--- config.mk ---
export PLATFORM = sky130hd
export DESIGN_NAME = cal_result_tx_flat
export DESIGN_NICKNAME = d
export VERILOG_FILES = /design/src/rtl/cal_result_tx_if.sv /design/src/rtl/cal_result_tx.sv /design/src/flat_wrapper.sv
export SDC_FILE = /design/constraint.sdc
export NUM_CORES = 1
export LEC_CHECK = 0
export BUFFER_PORTS_ARGS = -buffer_cell sky130_fd_sc_hd__buf_2
export CAP_MARGIN = 25
export CORE_MARGIN = 4
export CORE_UTILIZATION = 40
export DETAILED_ROUTE_END_ITERATION = 7
export PLACE_DENSITY = 0.58
export SYNTH_ARGS = -nofsm -noshare
export SYNTH_HDL_FRONTEND = slang
export SYNTH_SLANG_ARGS = --single-unit
--- constraint.sdc ---
create_clock -name clk -period 7.8 [get_ports clk]
set_clock_uncertainty 0.1 [all_clocks]
set_input_delay 0.78 -clock clk [delete_from_list [all_inputs] [get_ports clk]]
set_output_delay 0.78 -clock clk [all_outputs]
set_load 0.005 [all_outputs]
--- src/rtl/cal_result_tx_if.sv ---
// Calculator-result transmitter bus: result request/data from the calculator side,
// serial line and status back from the transmitter.
interface cal_result_tx_if;
  logic       start;
  logic       sign;
  logic [3:0] msb;
  logic [3:0] lsb;
  logic       tx;
  logic       busy;
  logic       done;

  modport master (output start, sign, msb, lsb, input tx, busy, done);
  modport slave  (input start, sign, msb, lsb, output tx, busy, done);
endinterface

--- src/rtl/cal_result_tx.sv ---
// UART transmitter sending a signed two-digit BCD result as ASCII text plus CR LF.
// Optional even-parity (8E1) framing is enabled by defining CAL_TX_PARITY_EN.
module cal_result_tx #(
  parameter int CLKS_PER_BIT = 10417
) (
  input  logic            clk,
  input  logic            rst_n,
  cal_result_tx_if.slave  bus
);

  localparam int CW = (CLKS_PER_BIT > 2) ? $clog2(CLKS_PER_BIT) : 1;
  localparam logic [CW-1:0] BAUD_MAX = CW'(CLKS_PER_BIT - 1);

  typedef enum logic [2:0] {
    S_IDLE,
    S_LOAD,
    S_START,
    S_DATA,
    S_STOP,
    S_DONE
`ifdef CAL_TX_PARITY_EN
    , S_PARITY
`endif
  } state_t;

  state_t        r_state, w_state_next;
  logic [CW-1:0] r_baud_cnt, w_baud_next;
  logic [2:0]    r_bit_idx, w_bit_next;
  logic [2:0]    r_char_idx, w_char_idx_next;
  logic [7:0]    r_char, w_char_next;
  logic          r_sign, w_sign_next;
  logic [3:0]    r_msb, w_msb_next;
  logic [3:0]    r_lsb, w_lsb_next;
  logic          r_tx, w_tx_next;
  logic          r_busy, w_busy_next;
  logic          r_done, w_done_next;

  logic          w_bit_end;
  logic          w_has_tens;
  logic [2:0]    w_lead;
  logic [2:0]    w_rel_idx;
  logic [2:0]    w_last_idx;
  logic [7:0]    w_sel_char;

  function automatic logic [7:0] digit_char(input logic [3:0] d);
    return (d > 4'd9) ? 8'h3F : (8'h30 + {4'h0, d});
  endfunction

  assign w_bit_end  = (r_baud_cnt == BAUD_MAX);
  assign w_has_tens = (r_msb != 4'd0);
  assign w_lead     = {2'b00, r_sign} + {2'b00, w_has_tens};
  assign w_rel_idx  = r_char_idx - w_lead;
  assign w_last_idx = w_lead + 3'd2;

  // Optional prefix characters occupy the first indices; the rest is units, CR, LF.
  always_comb begin
    w_sel_char = 8'h0A;
    if (r_sign && r_char_idx == 3'd0) begin
      w_sel_char = 8'h2D;
    end else if (w_has_tens && r_char_idx == {2'b00, r_sign}) begin
      w_sel_char = digit_char(r_msb);
    end else begin
      case (w_rel_idx)
        3'd0:    w_sel_char = digit_char(r_lsb);
        3'd1:    w_sel_char = 8'h0D;
        default: w_sel_char = 8'h0A;
      endcase
    end
  end

  always_comb begin
    w_state_next    = r_state;
    w_baud_next     = '0;
    w_bit_next      = r_bit_idx;
    w_char_idx_next = r_char_idx;
    w_char_next     = r_char;
    w_sign_next     = r_sign;
    w_msb_next      = r_msb;
    w_lsb_next      = r_lsb;

    case (r_state)
      S_IDLE: begin
        if (bus.start) begin
          w_sign_next     = bus.sign;
          w_msb_next      = bus.msb;
          w_lsb_next      = bus.lsb;
          w_char_idx_next = 3'd0;
          w_state_next    = S_LOAD;
        end
      end
      S_LOAD: begin
        w_char_next  = w_sel_char;
        w_state_next = S_START;
      end
      S_START: begin
        if (w_bit_end) begin
          w_bit_next   = 3'd0;
          w_state_next = S_DATA;
        end else begin
          w_baud_next = r_baud_cnt + 1'b1;
        end
      end
      S_DATA: begin
        if (w_bit_end) begin
          w_bit_next = r_bit_idx + 3'd1;
          if (r_bit_idx == 3'd7) begin
`ifdef CAL_TX_PARITY_EN
            w_state_next = S_PARITY;
`else
            w_state_next = S_STOP;
`endif
          end
        end else begin
          w_baud_next = r_baud_cnt + 1'b1;
        end
      end
`ifdef CAL_TX_PARITY_EN
      S_PARITY: begin
        if (w_bit_end) begin
          w_state_next = S_STOP;
        end else begin
          w_baud_next = r_baud_cnt + 1'b1;
        end
      end
`endif
      S_STOP: begin
        if (w_bit_end) begin
          if (r_char_idx == w_last_idx) begin
            w_state_next = S_DONE;
          end else begin
            w_char_idx_next = r_char_idx + 3'd1;
            w_state_next    = S_LOAD;
          end
        end else begin
          w_baud_next = r_baud_cnt + 1'b1;
        end
      end
      S_DONE: begin
        w_state_next = S_IDLE;
      end
      default: begin
        w_state_next = S_IDLE;
      end
    endcase

    // Outputs are computed for the upcoming state so the flops line up with it.
    w_tx_next = 1'b1;
    case (w_state_next)
      S_START:  w_tx_next = 1'b0;
      S_DATA:   w_tx_next = r_char[w_bit_next];
`ifdef CAL_TX_PARITY_EN
      S_PARITY: w_tx_next = ^r_char;
`endif
      default:  w_tx_next = 1'b1;
    endcase
    w_busy_next = (w_state_next != S_IDLE) && (w_state_next != S_DONE);
    w_done_next = (w_state_next == S_DONE);
  end

  always_ff @(posedge clk or negedge rst_n) begin
    if (!rst_n) begin
      r_state    <= S_IDLE;
      r_baud_cnt <= '0;
      r_bit_idx  <= 3'd0;
      r_char_idx <= 3'd0;
      r_char     <= 8'h00;
      r_sign     <= 1'b0;
      r_msb      <= 4'd0;
      r_lsb      <= 4'd0;
      r_tx       <= 1'b1;
      r_busy     <= 1'b0;
      r_done     <= 1'b0;
    end else begin
      r_state    <= w_state_next;
      r_baud_cnt <= w_baud_next;
      r_bit_idx  <= w_bit_next;
      r_char_idx <= w_char_idx_next;
      r_char     <= w_char_next;
      r_sign     <= w_sign_next;
      r_msb      <= w_msb_next;
      r_lsb      <= w_lsb_next;
      r_tx       <= w_tx_next;
      r_busy     <= w_busy_next;
      r_done     <= w_done_next;
    end
  end

  assign bus.tx   = r_tx;
  assign bus.busy = r_busy;
  assign bus.done = r_done;

endmodule

--- src/flat_wrapper.sv ---
// flat-port wrapper written by rule: the top's interface ports become plain ports
module cal_result_tx_flat 
#(
  parameter int CLKS_PER_BIT = 10417
)
  (clk, rst_n, bus_start, bus_sign, bus_msb, bus_lsb, bus_tx, bus_busy, bus_done);
  cal_result_tx_if bus_i ();
  input  logic clk;
  input  logic rst_n;
  input wire logic [$bits(bus_i.start)-1:0] bus_start;
  input wire logic [$bits(bus_i.sign)-1:0] bus_sign;
  input wire logic [$bits(bus_i.msb)-1:0] bus_msb;
  input wire logic [$bits(bus_i.lsb)-1:0] bus_lsb;
  output wire logic [$bits(bus_i.tx)-1:0] bus_tx;
  output wire logic [$bits(bus_i.busy)-1:0] bus_busy;
  output wire logic [$bits(bus_i.done)-1:0] bus_done;
  assign bus_i.start = bus_start;
  assign bus_i.sign = bus_sign;
  assign bus_i.msb = bus_msb;
  assign bus_i.lsb = bus_lsb;
  assign bus_tx = bus_i.tx;
  assign bus_busy = bus_i.busy;
  assign bus_done = bus_i.done;
  cal_result_tx #(.CLKS_PER_BIT(CLKS_PER_BIT)) u_core (.clk(clk), .rst_n(rst_n), .bus(bus_i));
endmodule
== After elaboration in Yosys (flattened, before gate mapping) ==
Cells that the tools add are included.
W data, S select, Z words.

* Logic and storage cells: 74
* Bits in latches: 0
* Memory bits (read-only): 0
* Memory bits (writable): 0
* Memories kept: 0
* Flip-flop bits (word level): 43

* Bitwise gates (word level): 0
* Divide/modulo/power cells: 0
* Reduce and logical (&&, ||, !) cells: 12
* Mux-type cells: 24
* $mul: 0
* Add/sub/neg operators: 8
* Eq/ne operators: 16
* Shifts and indexed selects: 0
* Order comparisons: 3

{| class="wikitable"
|+ Operators by type and width
! operator !! count
|-
| $mux W3 || 11
|-
| $mux W8 || 4
|-
| $mux W14 || 2
|-
| $pmux W8 S2 || 1
|-
| $pmux W3 S5 || 1
|-
| $add A14 B1 Y14 const B || 1
|-
| $add A6 B4 Y7 const A || 2
|-
| $eq A14 B14 Y1 const B || 1
|-
| $eq A3 B2 Y1 const B || 4
|-
| $pmux W3 S2 || 2
|-
| $eq A3 B3 Y1 const B || 3
|-
| $logic_not A3 Y1 || 3
|-
| $gt A4 B4 Y1 const B || 2
|-
| $add A3 B1 Y3 const B || 2
|-
| $eq A3 B1 Y1 const B || 2
|-
| $lt A3 B4 Y1 const B || 1
|-
| $ne A2 B2 Y1 const B || 2
|-
| $reduce_and A4 Y1 || 1
|-
| $reduce_bool A4 Y1 || 1
|-
| $add A3 B2 Y3 const B || 1
|-
| $bmux W1 S3 || 1
|-
| $eq A3 B1 Y1 || 1
|-
| $eq A3 B3 Y1 || 1
|-
| $logic_and A1 B1 Y1 || 3
|-
| other kinds (10) || 10
|}

== Depth between registers and ports, before layout ==
Gate-level depths: netlist of the first run.

* Depth after elaboration: 9
* Mapped depth: 12

== Worst setup path after synthesis of the first run ==
Ideal clock, no wire load.

* Path type: flip-flop to flip-flop
* Start point: register u_core.r_baud_cnt[0]
* End point: register u_core.r_tx (netlist: u_core.bus.tx)
* Arrival: 2964 ps
* Path buffers: 1
* Period minus slack after synthesis: 3161 ps
* Cell stages (with the launch flop): 13
* Slack: 4639 ps
* Cells stage by stage: dfrtp_1 inv_1 ha_1 or4b_1 or4_1 buf_6 ha_1 nor2b_1 nor3_1 or2_0 mux2_2 o211ai_1 a31oi_1

* Longest elaborated chain between the ends: 6
* Elaborated cells on any way between the ends: 13
* Those cells by class: eq/ne: 3; mux: 10

{| class="wikitable"
|+ RTL lines
! item !! line !! RTL
|-
| from (decl) || cal_result_tx.sv:27 || <nowiki>logic [CW-1:0] r_baud_cnt, w_baud_next;</nowiki>
|-
| from (signal assigned) || cal_result_tx.sv:175 || <nowiki>r_baud_cnt <= w_baud_next;</nowiki>
|-
| $eq A14 B14 Y1 * || cal_result_tx.sv:49 || <nowiki>assign w_bit_end = (r_baud_cnt == BAUD_MAX);</nowiki>
|-
| $mux W3 (on tied branches) || cal_result_tx.sv:104, cal_result_tx.sv:96 ||
|-
| $pmux W3 S2 || cal_result_tx.sv:81 || <nowiki>case (r_state)</nowiki>
|-
| $bmux W1 S3 || cal_result_tx.sv:150 || <nowiki>S_DATA: w_tx_next = r_char[w_bit_next];</nowiki>
|-
| $mux W1 (implied by the code) || cal_result_tx.sv:150 ||
|-
| $pmux W1 S2 * || cal_result_tx.sv:148 || <nowiki>case (w_state_next)</nowiki>
|-
| net u_core.w_tx_next || cal_result_tx.sv:34 || <nowiki>logic r_tx, w_tx_next;</nowiki>
|-
| to (signal assigned) || cal_result_tx.sv:182 || <nowiki>r_tx <= w_tx_next;</nowiki>
|-
| to (decl) || cal_result_tx.sv:34 ||
|}

Mark *: on every way through the listed nets, which the timed path passes. The rest lies on a longest branch. The select of a mux whose other input is x is not followed.
A chain may end at the register's enable or synchronous reset.

== Worst setup path after layout of the first run ==
Same ends and word-level chain as after synthesis.

==> impl_metrics.json, run 1 <==
{
  "critical_path_required_ps": 7890,
  "synth_edf_count": 0,
  "cts_tree": "built",
  "maxCapViolations": 0,
  "async_flop_share": 1.00,
  "worstSkewPairLatency_ps": 290,
  "place_ws_ps": 4310,
  "avgSynthCellArea_sq_um": 9.91,
  "cpMaxStageDelayCell": "or4_1",
  "diodes": 0,
  "hold_end": "u_core.r_baud_cnt[0]",
  "finalCriticalPeriod_ps": 3470,
  "syn_inst": 224,
  "worst_slack_ps": 4330,
  "critPathLaunch": "u_core.r_baud_cnt[0]",
  "clock_sinks": 41,
  "ctsHoldBuffers": 0,
  "rows": 26,
  "critical_path.max_fanout": 9,
  "yosysMostFrequentCell": "dfrtp_1",
  "fin_util": 0.465,
  "die_h_um": 82.5,
  "synth_nets": 248,
  "rsz0062_at_grt": "no",
  "path_buf_inv": 1,
  "slew_violations": 0,
  "post-dp-hpwl_mm": 2.99,
  "seq_area_frac_synth": 0.463,
  "ys_seq_elements": 41,
  "grt_pass1_wl_mm": 7.14,
  "drc_errors": 0,
  "synth_flop_cell": "dfrtp_1",
  "reg2reg_depth": 11,
  "numPortBuffers": 14,
  "nNetsFinal": 264,
  "via_per_inst": 4.90,
  "yosys_warnings": 0,
  "setup_violations": 0,
  "cts_root_buf": "clkbuf_8",
  "synth_common_cells": "dfrtp_1, nor2_1, inv_1, nand2_1",
  "h-tree-depth": 2,
  "hp-start": "u_core.r_baud_cnt[0]",
  "r2r_start": "u_core.r_baud_cnt[0]",
  "syn_area_sq_um": 2220,
  "grtUsageTotal": 0.138,
  "io-pin-count": 15,
  "worst_slew_pin_slew_ps": 886,
  "max_stage_delay_ps": 700,
  "place_congestion": 0.728,
  "seq_area_sq_um": 1030,
  "cts.repair.resized": 0,
  "grt_pass1_vias": 1476,
  "path_delay_family": "simple AND/OR/NAND/NOR gates",
  "post_cts_buffers": 0,
  "area_growth_pct": 9.75,
  "synth.top_cell.area_share": 0.451,
  "tns_ps": 0,
  "drt_wl_total_mm": 3.97,
  "p_total_uw": 356,
  "wl_per_cell_um": 12.8,
  "holdPathStages": 1,
  "grt-ovfl-total": 0,
  "leakage_nw": 1.20,
  "grt_max_degree": 42,
  "r2r_end": "u_core.bus.tx",
  "dieArea_sq_um": 6800,
  "clk_path_buf_depth": 2,
  "crit_path_end_kind": "register",
  "criticalPathCategory": "reg -> reg",
  "hold_class": "reg -> reg",
  "die_w_um": 82.5,
  "synth_top_cell_by_area": "dfrtp_1",
  "ff2ff_setup_slack_ps": 4330,
  "antenna_found_initial": 0,
  "initial_core_util": 0.424,
  "ys_types": 46,
  "period_share": 0.445,
  "path_common_cell": "ha_1",
  "cp_data_arrival_time_ps": 3560,
  "synth_area_leaders": "dfrtp_1, ha_1, nor2_1",
  "worst_ir_drop_vdd_uv": 69.8,
  "hold_ws_ps": 406,
  "power_density_nw_per_um2": 146,
  "detail_route.iter0.violations": 70,
  "drive_gt1_frac": 0.146,
  "ant_nets": 0,
  "status": "completed",
  "multiInputGateArea_sq_um": 1100,
  "numCtsBuffers": 5,
  "maxClockFrequency_mhz": 288,
  "coreArea_sq_um": 5240,
  "path_cells": "inv_1 > ha_1 > or4b_1 > or4_1 > ha_1 > nor2b_1 > nor3_1 > or2_0 > mux2_2 > o211ai_1 > a31oi_1",
  "slew_headroom": 0.409,
  "n_fill_cell": 518,
  "start_kind": "register",
  "dr_total_vias": 1520,
  "dr.pass1.iters": 4,
  "hold_viol": 0,
  "clkTransAtPathRegs_ps": 70
}
final cells by class:
cell class                      instances  share of cell area
Multi-Input combinational cell        160               0.450
Tap cell                               70              0.0360
Sequential cell                        41               0.422
Timing Repair Buffer                   14              0.0288
Inverter                               18              0.0277
Clock buffer                            7              0.0354
state kept, by name, indices dropped and copies added (netlist names):
register and count:
u_core.r_baud_cnt 14, u_core.r_char 6, u_core.r_char_idx 3, u_core.r_bit_idx 3, u_core.bus.tx 1, u_core.r_lsb 4, u_core.r_sign 1, u_core.r_state 3
u_core.bus.busy 1, u_core.r_msb 4, u_core.bus.done 1
layer usage:
layer,vias up,wire length (um),global-route usage,part of all wire
li1,797,-,-,-
met1,696,2180,0.209,0.55
met2,21,1590,0.191,0.40
met3,6,137,0.0325,0.034
met4,0,64,0.0490,0.016
met5,-,0,0,0
placed cells by master, fill, tap and decap left out, drive strengths merged, types with 2 or more instances in the layout:
cell type,count
xnor2,11
a31oi,9
mux2i,2
o21ai,8
nand2b,4
ha,11
mux2,9
dfrtp,40
a21oi,7
or3,2
nand2,15
nand4,3
a22o,4
or4,2
nor2b,7
clkbuf,7
inv,18
buf,14
nand3,8
xor2,5
nor2,31
and3,2
nor3,2
power breakdown:
part	switching [mW]	internal (mW)
clock network	0.0673	0.0702
registers	0	0.212
logic	0.00451	0.00194
cells by family after synthesis:
kind of cell	synth area share
compound gates	0.113
xor+xnor	0.0631
fa+ha+maj	0.0710
buf+inv	0.0428
flops	0.463
mux	0.0564
simple gates	0.191
per-stage QoR:
| step | cell area [sq um] | instances |
|---|---|---|
| after floorplan | 2220 | 224 |
| after global placement | 2350 | 303 |
| after detailed placement | 2350 | 303 |
| after CTS | 2440 | 310 |
| after global routing | 2440 | 310 |
| final | 2440 | 310 |
worst reg2reg max path, delay by kind of cell, from the launching register on:
| kind | cells | cell delay [ps] |
|---|---|---|
| compound gates | 2 | 260 |
| fa+ha+maj | 2 | 490 |
| buf+inv | 1 | 70 |
| flops | 1 | 420 |
| mux | 1 | 370 |
| simple gates | 5 | 1650 |
worst max path at each step:
stage | end | cells after the start | slack (ps)
after floorplan | u_core.bus.tx | 12 | 4640
after global placement | u_core.bus.tx | 11 | 4380
after detailed placement | u_core.bus.tx | 11 | 4310
after CTS | u_core.bus.tx | 11 | 4290
after global routing | u_core.bus.tx | 11 | 4010
final | u_core.bus.tx | 11 | 4330
No activity file was read; power rests on OpenSTA's default activity.
==> run 2, diff against run 1 <==
- PLACE_DENSITY: 0.58 -> 0.6
- clock period: 7.8 -> 3.15 ns (I/O delays scaled with it)
==> impl_metrics.json, run 2 (synthesis gave the netlist of run 1 again) <==
{
  "n_fill_cell": 490,
  "clock_sinks": 41,
  "sw_frac_of_total": 0.219,
  "combPwrFrac": 0.019,
  "cp_data_arrival_time_ps": 3080,
  "cts.repair.resized": 0,
  "power_frac_seq": 0.601,
  "detail_route.iter0.violations": 60,
  "numPortBuffers": 14,
  "numCtsBuffers": 5,
  "maxClockFrequency_mhz": 334,
  "reg_top3": "u_core.r_baud_cnt: 14 flops, u_core.r_char: 6 flops",
  "ant_nets": 0,
  "reg2reg_depth": 11,
  "nNetsFinal": 270,
  "crit_path_end_kind": "register",
  "clkPwrFrac": 0.381,
  "slew_violations": 0,
  "hold_ws_ps": 47.3,
  "io-pin-count": 15,
  "critical_path.max_fanout": 4,
  "fin_util": 0.479,
  "via_per_inst": 5.02,
  "initial_core_util": 0.424,
  "place_area_sq_um": 2390,
  "hold_class": "in -> async",
  "fin_area_sq_um": 2510,
  "status": "completed",
  "path_cells": "inv_1 > ha_1 > or4b_4 > or4_4 > ha_4 > nor2b_1 > nor3_2 > or2_4 > mux2_2 > o211ai_1 > a31oi_1",
  "wl_per_cell_um": 13.2,
  "cpMaxStageDelayCell": "or4_4",
  "grt_max_degree": 42,
  "max_stage_delay_ps": 510,
  "clkTransAtPathRegs_ps": 80,
  "die_h_um": 82.5,
  "largest_reg_flops": 14,
  "clk_path_buf_depth": 2,
  "finalCriticalPeriod_ps": 2990,
  "area_growth_pct": 13.0,
  "place_ws_ps": 30.1,
  "rows": 26,
  "post_cts_buffers": 0,
  "grt_pass1_wl_mm": 7.35,
  "setup_violations": 0,
  "die_w_um": 82.5,
  "leakage_nw": 1.24,
  "dieArea_sq_um": 6800,
  "antenna_found_initial": 0,
  "power_density_nw_per_um2": 349,
  "period_share": 0.949,
  "p_sw_uw": 191,
  "worstSkewPairLatency_ps": 290,
  "mostFrequentLayoutCells": "dfrtp_1, nor2_1, inv_1",
  "worst_slack_ps": 159,
  "p_int_uw": 684,
  "layout_commonest_cell": "dfrtp_1",
  "ctsHoldBuffers": 0,
  "multiInputGateArea_sq_um": 1130,
  "rsz0062_at_grt": "yes",
  "place_congestion": 0.782,
  "tns_ps": 0,
  "diodes": 0,
  "cts_tree": "built",
  "coreArea_sq_um": 5240,
  "criticalPathCategory": "reg -> reg",
  "drive_gt1_frac": 0.194,
  "dr.pass1.iters": 4,
  "critical_path_required_ps": 3240,
  "worst_slew_pin_slew_ps": 917,
  "worst_ir_drop_vdd_uv": 212,
  "top_register": "u_core.r_baud_cnt",
  "h-tree-depth": 2,
  "cts_root_buf": "clkbuf_8",
  "grtUsageTotal": 0.142,
  "maxCapViolations": 0,
  "hold_viol": 0,
  "post-dp-hpwl_mm": 3.00,
  "start_kind": "register",
  "dr_total_vias": 1591,
  "drc_errors": 0,
  "grt_pass1_vias": 1574,
  "slew_headroom": 0.389,
  "drt_wl_total_mm": 4.17,
  "seq_area_sq_um": 1030,
  "grt-ovfl-total": 0
}
## run 2: cell types whose count changed in the layout (fill, tap and decap cells not counted), sizes merged
cell | previous run | this run
buf | 14 | 20
clkbuf | 7 | 6
clkinv | 0 | 2
## run 2: worst paths after layout
kind | from | end | slack (ps)
min | rst_n | u_core.r_baud_cnt[4] | 50
max | u_core.r_baud_cnt[0] | u_core.bus.tx | 160
min reg2reg | u_core.r_char[1] | u_core.r_char[1] | 410
min in group clk | bus_lsb[2] | u_core.r_lsb[2] | 120
max in group asynchronous | rst_n | u_core.bus.done | 2320
max reg2reg | u_core.r_baud_cnt[0] | u_core.bus.tx | 160
## run 2: power by group through the flow
stage          combinational, mW  clock (mW)  sequential, mW
2_1_floorplan           0.000116           0           0.536
3_3_place_gp              0.0171           0           0.536
3_5_place_dp              0.0173           0           0.536
4_1_cts                   0.0174       0.346           0.526
5_1_grt                   0.0194       0.370           0.526
6_report                  0.0164       0.333           0.526
## run 2: cell type report
type,count,share of cell area
clock inverters,2,0.00399
multi-input cells,160,0.450
repair buffers,20,0.0459
inverters,18,0.0269
well taps,70,0.0349
flip-flops and latches,41,0.410
clock buffers,6,0.0289
## run 2: metal layers
metal / up-vias / GRT usage / routed length, um
li1: 809 / - / -
met1: 761 / 0.198 / 2120
met2: 15 / 0.206 / 1850
met3: 6 / 0.0369 / 129
met4: 0 / 0.0605 / 75
met5: - / 0 / 0
## run 2: worst max-delay path, delay by kind of cell, from the launching register on
family | cells | cell delay [ps]
AOI/OAI and AO/OA | 2 | 270
DFF | 1 | 380
buffers and inverters | 1 | 60
adders and majority gates | 2 | 300
and+or+nand+nor | 5 | 1460
muxes | 1 | 330
## run 2: stage by stage
step / std cells / power [mW]
finish: 317 / 0.876
global route: 317 / 0.915
CTS: 317 / 0.890
detailed placement: 309 / 0.554
global placement: 309 / 0.553
floorplan: 224 / 0.537
==> run 3, diff against run 2 <==
- CORE_UTILIZATION: 40 -> 45
- CTS_CLUSTER_DIAMETER: not set -> 50
- PLACE_DENSITY: 0.6 -> 0.66
- RECOVER_POWER: not set -> 100
==> impl_metrics.json, run 3 (synthesis gave the netlist of run 1 again) <==
{
  "area_growth_pct": 11.9,
  "io-pin-count": 15,
  "violations": "capacitance limit, slew limit",
  "grt-ovfl-total": 0,
  "tns_ps": 0,
  "criticalPathCategory": "reg -> reg",
  "reg2reg_depth": 11,
  "dieArea_sq_um": 6120,
  "place_area_sq_um": 2380,
  "cts_root_buf": "clkbuf_8",
  "critical_path.max_fanout": 4,
  "die_w_um": 78.2,
  "top_register": "u_core.r_baud_cnt",
  "hold_viol": 0,
  "layout_commonest_cell": "dfrtp_1",
  "worst_slew_pin_slew_ps": 2140,
  "dr_total_vias": 1582,
  "numPortBuffers": 14,
  "largest_reg_flops": 14,
  "rows": 25,
  "worst_ir_drop_vdd_uv": 214,
  "hold_class": "in -> reg",
  "slew_headroom": -0.430,
  "coreArea_sq_um": 4750,
  "dr.pass1.iters": 4,
  "seq_area_sq_um": 1030,
  "hold_end": "u_core.r_lsb[0]",
  "worstSkewPairLatency_ps": 290,
  "grtUsageTotal": 0.148,
  "clock_sinks": 41,
  "mostFrequentLayoutCells": "dfrtp_1, nor2_1, inv_1",
  "diodes": 0,
  "clk_path_buf_depth": 2,
  "grt_pass1_wl_mm": 7.19,
  "drc_errors": 0,
  "reg_top3": "u_core.r_baud_cnt: 14 flops, u_core.r_char: 6 flops",
  "status": "complete, but fails checks",
  "n_fill_cell": 470,
  "maxCapViolations": 1,
  "post_cts_buffers": 0,
  "initial_core_util": 0.467,
  "h-tree-depth": 2,
  "cp_data_arrival_time_ps": 3130,
  "slew_violations": 42,
  "drt_wl_total_mm": 3.97,
  "numCtsBuffers": 5,
  "detail_route.iter0.violations": 59,
  "setup_violations": 0,
  "holdPathStages": 3,
  "nNetsFinal": 269,
  "period_share": 0.966,
  "cts_tree": "built",
  "via_per_inst": 5.05,
  "fin_util": 0.522,
  "rsz0062_at_grt": "no",
  "fin_area_sq_um": 2480,
  "place_inst": 305,
  "clkTransAtPathRegs_ps": 70,
  "wl_per_cell_um": 12.7,
  "ant_nets": 0,
  "antenna_found_initial": 0,
  "finalCriticalPeriod_ps": 3040,
  "multiInputGateArea_sq_um": 1120,
  "maxClockFrequency_mhz": 329,
  "r2r_end": "u_core.bus.tx",
  "place_congestion": 0.796,
  "hp-start": "bus_lsb[0]",
  "critical_path_required_ps": 3240,
  "start_kind": "register",
  "drive_gt1_frac": 0.171,
  "power_density_nw_per_um2": 350,
  "leakage_nw": 1.22,
  "post-dp-hpwl_mm": 2.87,
  "grt_max_degree": 42,
  "die_h_um": 78.2,
  "crit_path_end_kind": "register",
  "grt_pass1_vias": 1630,
  "ff2ff_setup_slack_ps": 110,
  "p_total_uw": 870,
  "r2r_start": "u_core.r_baud_cnt[0]",
  "instances_no_fill": 313
}
run 3: area by class of cell:
cell class | count | area share
Timing Repair Buffer | 19 | 0.0393
Clock inverter | 2 | 0.00403
Inverter | 18 | 0.0272
Sequential cell | 41 | 0.414
Clock buffer | 6 | 0.0292
Multi-Input combinational cell | 160 | 0.453
Tap cell | 67 | 0.0338
run 3: per-stage QoR:
step           worst slack (ps)  hold slack [ps]
6_report                    109              124
5_1_grt                    6.37              145
4_1_cts                    8.79             83.2
3_5_place_dp               25.9              397
3_3_place_gp                106              395
2_1_floorplan              49.4            -80.6
run 3: layer usage:
metal / vias to the layer above / part of all wire / track usage
li1: 812 / - / -
met1: 743 / 0.49 / 0.187
met2: 19 / 0.46 / 0.243
met3: 8 / 0.035 / 0.0378
met4: 0 / 0.016 / 0.0559
met5: - / 0 / 0
run 3: worst max-delay path, cell delays in order, from the launching register on:
cell and delay [ps]:
dfrtp_1 380, inv_1 60, ha_1 140, or4b_4 460, or4_4 520, ha_4 280, nor2b_1 40, nor3_2 190
or2_4 180, mux2_2 330, o211ai_1 170, a31oi_1 100
run 3: timing repair:
item | CTS | global route
endpoints found under the setup margin | 0 | 1
hold buffers | 0 | 0
gates resized for setup | 0 | 5
run 3: where the power goes:
group	switching [mW]	leakage (nW)	internal, mW	total (mW)
sequential	0	0.523	0.526	0.526
clock	0.175	0.0450	0.154	0.329
combinational	0.0111	0.652	0.00453	0.0157
run 3: worst max-delay path by stage:
stage                          from            end  depth (start not counted)
5_1_grt        u_core.r_baud_cnt[0]  u_core.bus.tx                         11
3_3_place_gp   u_core.r_baud_cnt[0]  u_core.bus.tx                         11
3_5_place_dp   u_core.r_baud_cnt[0]  u_core.bus.tx                         11
2_1_floorplan  u_core.r_baud_cnt[0]  u_core.bus.tx                         12
4_1_cts        u_core.r_baud_cnt[0]  u_core.bus.tx                         11
6_report       u_core.r_baud_cnt[0]  u_core.bus.tx                         11
